<file path="src/rtl/bit_channel_arbiter_pkg.sv">
// Shared definitions for the bit_channel_arbiter block.
//   state_e            FSM state encoding (idle, granting a burst, one-cycle separator)
//   IDLE_LEVEL_DEFAULT level driven on the serial line when nothing is transferred
//   onehot_bit         one bit of a one-hot vector selected by an index
package bit_channel_arbiter_pkg;

    typedef enum logic [1:0] {
        StIdle  = 2'd0,
        StGrant = 2'd1,
        StGap   = 2'd2
    } state_e;

    localparam logic IDLE_LEVEL_DEFAULT = 1'b0;

    // Bit 'pos' of onehot(idx); the caller builds a vector of whatever width it needs.
    function automatic logic onehot_bit(input int unsigned idx, input int unsigned pos);
        return idx == pos;
    endfunction

endpackage

</file>
<file path="src/rtl/bit_channel_arbiter_rr_pick.sv">
// Combinational round-robin picker.
//   req     per-requester request levels
//   pointer index of the previous winner; the search starts just after it
//   any     at least one request is pending
//   pick    index of the first requester found, searching cyclically from pointer+1
module rr_pick #(
    parameter int unsigned  N_REQ = 4,
    localparam int unsigned OW    = $clog2(N_REQ)
) (
    input  logic [N_REQ-1:0] req,
    input  logic [OW-1:0]    pointer,
    output logic             any,
    output logic [OW-1:0]    pick
);

    int unsigned   idx;
    logic [OW-1:0] idx_w;

    always_comb begin
        any   = 1'b0;
        pick  = '0;
        idx   = 0;
        idx_w = '0;
        // Offset 1 first, offset N_REQ last, so the previous winner has lowest priority.
        for (int unsigned i = 1; i <= N_REQ; i++) begin
            idx   = (32'(pointer) + i) % N_REQ;
            idx_w = OW'(idx);
            if (!any && req[idx_w]) begin
                any  = 1'b1;
                pick = idx_w;
            end
        end
    end

endmodule

</file>
<file path="src/rtl/bit_channel_arbiter.sv">
// Round-robin arbiter sharing the single-bit serial input of the downstream datapath.
//   clk, rst_n  clock, asynchronous active-low reset
//   req         per-requester request (level)
//   req_bit     per-requester serial data bit
//   gnt         one-hot grant (registered)
//   a_out       serial bit to the datapath (registered, lags gnt by one cycle)
//   a_valid     a_out carries a transferred bit
//   busy        arbiter is in the granting state
//   owner       index of the current or most recent grantee
//   burst_cnt   bits transferred in the current burst
module bit_channel_arbiter
    import bit_channel_arbiter_pkg::*;
#(
    parameter int unsigned  N_REQ      = 4,
    parameter int unsigned  BURST_LEN  = 8,
    parameter logic         IDLE_LEVEL = IDLE_LEVEL_DEFAULT,
    localparam int unsigned OW         = $clog2(N_REQ),
    localparam int unsigned CW         = $clog2(BURST_LEN + 1)
) (
    input  logic             clk,
    input  logic             rst_n,
    input  logic [N_REQ-1:0] req,
    input  logic [N_REQ-1:0] req_bit,
    output logic [N_REQ-1:0] gnt,
    output logic             a_out,
    output logic             a_valid,
    output logic             busy,
    output logic [OW-1:0]    owner,
    output logic [CW-1:0]    burst_cnt
);

    state_e           state_q;
    logic [N_REQ-1:0] gnt_q;
    logic             a_out_q;
    logic             a_valid_q;
    logic             busy_q;
    logic [OW-1:0]    owner_q;
    logic [OW-1:0]    ptr_q;
    logic [CW-1:0]    burst_cnt_q;

    logic             pick_any;
    logic [OW-1:0]    pick;
    logic [N_REQ-1:0] pick_oh;

    rr_pick #(
        .N_REQ (N_REQ)
    ) u_rr_pick (
        .req     (req),
        .pointer (ptr_q),
        .any     (pick_any),
        .pick    (pick)
    );

    always_comb begin
        pick_oh = '0;
        for (int unsigned i = 0; i < N_REQ; i++) begin
            pick_oh[i] = onehot_bit(32'(pick), i);
        end
    end

    always_ff @(posedge clk or negedge rst_n) begin
        if (!rst_n) begin
            state_q     <= StIdle;
            gnt_q       <= '0;
            a_out_q     <= IDLE_LEVEL;
            a_valid_q   <= 1'b0;
            busy_q      <= 1'b0;
            owner_q     <= '0;
            ptr_q       <= OW'(N_REQ - 1);  // first search starts at requester 0
            burst_cnt_q <= '0;
        end else begin
            case (state_q)
                // The gap cycle arbitrates exactly like idle; it only exists to force
                // one cycle of gnt low (and the idle level afterwards) between bursts.
                StIdle, StGap: begin
                    a_out_q   <= IDLE_LEVEL;
                    a_valid_q <= 1'b0;
                    if (pick_any) begin
                        gnt_q       <= pick_oh;
                        owner_q     <= pick;
                        ptr_q       <= pick;
                        burst_cnt_q <= '0;
                        busy_q      <= 1'b1;
                        state_q     <= StGrant;
                    end else begin
                        state_q <= StIdle;
                    end
                end
                StGrant: begin
                    if (req[owner_q]) begin
                        a_out_q     <= req_bit[owner_q];
                        a_valid_q   <= 1'b1;
                        burst_cnt_q <= burst_cnt_q + CW'(1);
                        if (burst_cnt_q == CW'(BURST_LEN - 1)) begin
                            gnt_q   <= '0;
                            busy_q  <= 1'b0;
                            state_q <= StGap;
                        end
                    end else begin
                        // Early release: nothing transferred this cycle.
                        a_out_q   <= IDLE_LEVEL;
                        a_valid_q <= 1'b0;
                        gnt_q     <= '0;
                        busy_q    <= 1'b0;
                        state_q   <= StGap;
                    end
                end
                default: begin
                    gnt_q     <= '0;
                    a_out_q   <= IDLE_LEVEL;
                    a_valid_q <= 1'b0;
                    busy_q    <= 1'b0;
                    state_q   <= StIdle;
                end
            endcase
        end
    end

    assign gnt       = gnt_q;
    assign a_out     = a_out_q;
    assign a_valid   = a_valid_q;
    assign busy      = busy_q;
    assign owner     = owner_q;
    assign burst_cnt = burst_cnt_q;

endmodule
</file>
<file path="config.mk">
export PLATFORM = sky130hd
export DESIGN_NAME = bit_channel_arbiter
export DESIGN_NICKNAME = d
export VERILOG_FILES = /design/src/rtl/bit_channel_arbiter_pkg.sv /design/src/rtl/bit_channel_arbiter_rr_pick.sv /design/src/rtl/bit_channel_arbiter.sv
export SDC_FILE = /design/constraint.sdc
export NUM_CORES = 1
export LEC_CHECK = 0
export ABC_AREA = 0
export BUFFER_PORTS_ARGS = -buffer_cell sky130_fd_sc_hd__buf_2
export CAP_MARGIN = 20
export CORE_MARGIN = 2
export CORE_UTILIZATION = 37
export CTS_CLUSTER_SIZE = 8
export DETAILED_ROUTE_END_ITERATION = 10
export PLACE_DENSITY = 0.69
export SLEW_MARGIN = 20
export SYNTH_ARGS = -nofsm -noshare
export SYNTH_HDL_FRONTEND = slang
export SYNTH_SLANG_ARGS = --single-unit
</file>
<file path="constraint.sdc">
create_clock -name clk -period 1.4 [get_ports clk]
set_input_delay 0.28 -clock clk [delete_from_list [all_inputs] [get_ports clk]]
set_output_delay 0.28 -clock clk [all_outputs]
set_load 0.005 [all_outputs]
</file>
==> metrics.cfg <==
[global_routing]
grt_pass1_wl_um = 3130
antenna_found_initial = 0
grt_max_degree = 18
globalRouteTotalUtil_pct = 15.6
grt_pass1_vias = 695
grt-ovfl-total = 0

[setup_path]
r2r_start = owner[0]
rrSetupSlack_ps = -70
cpLargestDelayFamily = multiplexers
crit_required_ps = 1570
cp_num_cells = 4
crit_path_top_delay_cell = mux4_2
critPathCaptureType = register
start_kind = register
critPathBufInv = 0
crit_path_cell_trace = mux4_2 > nand2_4 > o22ai_4 > a22o_1
critical_path_class = reg -> reg
slowest_delay_ps = 590
crit_path_start = owner[0]
r2r-end = gnt[2]
rr_worst_depth = 4
path_max_fanout = 4
critPathArrivalTime_ps = 1650

[clocking]
clock_latency_ps = 280
numClockSinks = 17
clk_path_buf_depth = 2
path_clk_slew_ps = 100
root_buffer = clkbuf_4
htreeDepth = 1
tritoncts = yes
cts_buffers = 3

[drt]
drc = 0
routed_wl_um = 1890
dr.first_iter.drc_count = 5
drtAntennaViolNets = 0
viasPerCell = 5.04
first_pass_iters = 6
wl_per_cell_um = 13.6
via_count = 700

[timing]
tightest_slew_ps = 384
setup_viol = 4
post-route-period-util_pct = 105
period_minus_slack_ps = 1470
maxSlewHeadroom_pct = 74.4
setup_ws_ps = -75.0
hold_viol_final = 0
fin_skew_ps = 5.37
slew_violations = 0
fmax_ghz = 0.678
rsz0062_at_grt = yes

[floorplan]
die_y_um = 51.9
die_w_um = 51.9
start_util_pct = 38.7
core_area_um2 = 2190
die_area_um2 = 2690
io_pins = 23
rows = 17

[finish]
fillers = 209
area_delta_synth_final_pct = 35.8
antenna_cells = 0
drive_gt1_share_pct = 51.4
fin_util_pct = 52.6
nets = 123

[run_status]
violations = setup timing
outcome = finished with violations

[power_and_ir_drop]
p_leak_nw = 0.560
peakVddDrop_uv = 1080
total_power_mw = 2.29
powerDensity_nw_per_um2 = 1990

[logic_synthesis]
synth_edf_count = 0
synth.most_common_cell = dfrtp_1
syn-cell-area_um2 = 848
avgSynthCellArea_um2 = 11.5
synth_area_leaders = dfrtp_1, dfstp_2, nand2_1, mux4_1, o2bb2ai_1
synth_top_area_share_pct = 44.2
synth-seq-area-share_pct = 50.4
synthCells = 74
synth.net_count = 85
synth_cell_types = 33
yosys_warnings = 0
synthFlopType = dfrtp_1
synth_top_cell_by_area = dfrtp_1
synth-seq-cells = 17
synthTopCellsByCount = dfrtp_1, nand2_1, a21oi_1
async_flop_share_pct = 100

[placement]
dp_hpwl_um = 1350
place_ws_ps = -138
gp_congestion = 0.805
portBuffers = 22

[worst_hold_path]
hp-class = in -> async

[run]
maxCapViolations = 0

-- area by class of cell --
cell class                 instances  area [um2]  share of cell area, %
timing repair buffer              35         214                   18.6
clock buffer                       4        26.3                   2.28
sequential                        17         428                   37.1
tap                               28        35.0                   3.04
multi-input combinational         52         438                   38.0
inverter                           3        11.3                  0.977
-- flip-flops by register name, indices dropped and copies added, names as in the netlist --
register and flops:
burst_cnt 4, gnt 4, a_out 1, ptr_q 2, a_valid 1, busy 1
owner 2, state_q 2
-- layout by cell type (no fill, tap or decap), drive strengths merged, types with 2 or more instances in the layout --
| cell type | instances |
|---|---|
| nand2b | 3 |
| inv | 3 |
| nand3 | 3 |
| dfstp | 2 |
| or2 | 2 |
| mux4 | 2 |
| buf | 34 |
| o21ai | 3 |
| nor2b | 4 |
| clkbuf | 4 |
| o31ai | 2 |
| a21oi | 5 |
| dfrtp | 15 |
| nor2 | 4 |
| nand2 | 8 |
| o2bb2ai | 3 |
-- worst max path at each step --
stage	endpoint	slack, ps
after global placement	gnt[0]	-120
after detailed placement	gnt[2]	-140
after floorplan	burst_cnt[2]	-70
final	gnt[2]	-70
after global routing	gnt[2]	-120
after CTS	gnt[2]	-80
-- metal layers --
metal,up-vias,share of wire [%],global-route usage [%]
met5,-,0,0
met4,0,0.48,5.26
met1,339,46,22.6
li1,342,-,-
met3,2,4.5,3.16
met2,17,49,23.2
-- repair_timing --
action | CTS | global route
buffers inserted | 1 | 2
resized for setup | 2 | 8
cloned | 0 | 0
hold buffers | 1 | 0
pin swaps | 5 | 2
setup endpoints to repair | 7 | 14
endpoints found under the hold margin | 15 | 0
-- where the power goes --
| group | switching, mW | internal (mW) | leakage [nW] |
|---|---|---|---|
| Combinational | 0.561 | 0.610 | 0.330 |
| Sequential | 0.153 | 0.710 | 0.215 |
| Clock | 0.148 | 0.110 | 0.0150 |
| Total | 0.862 | 1.43 | 0.560 |
-- logic make-up after synthesis --
| family | share of synthesized area, % |
|---|---|
| buffers and inverters | 3.54 |
| adder cells (fa/ha/maj) | 1.47 |
| flip-flops | 50.4 |
| multiplexers | 6.93 |
| AO/OA/AOI/OAI | 19.0 |
| AND/OR/NAND/NOR | 18.6 |
-- per-stage QoR --
stage / instance area, um2 / cells / setup TNS, ps / hold WS, ps
after floorplan: 867 / 74 / -194 / -15.6
after global placement: 1080 / 132 / -689 / 215
after detailed placement: 1080 / 132 / -859 / 229
after CTS: 1110 / 137 / -187 / 429
after global routing: 1150 / 139 / -746 / 451
final: 1150 / 139 / -198 / 434
No activity file was read; power rests on OpenSTA's default activity.
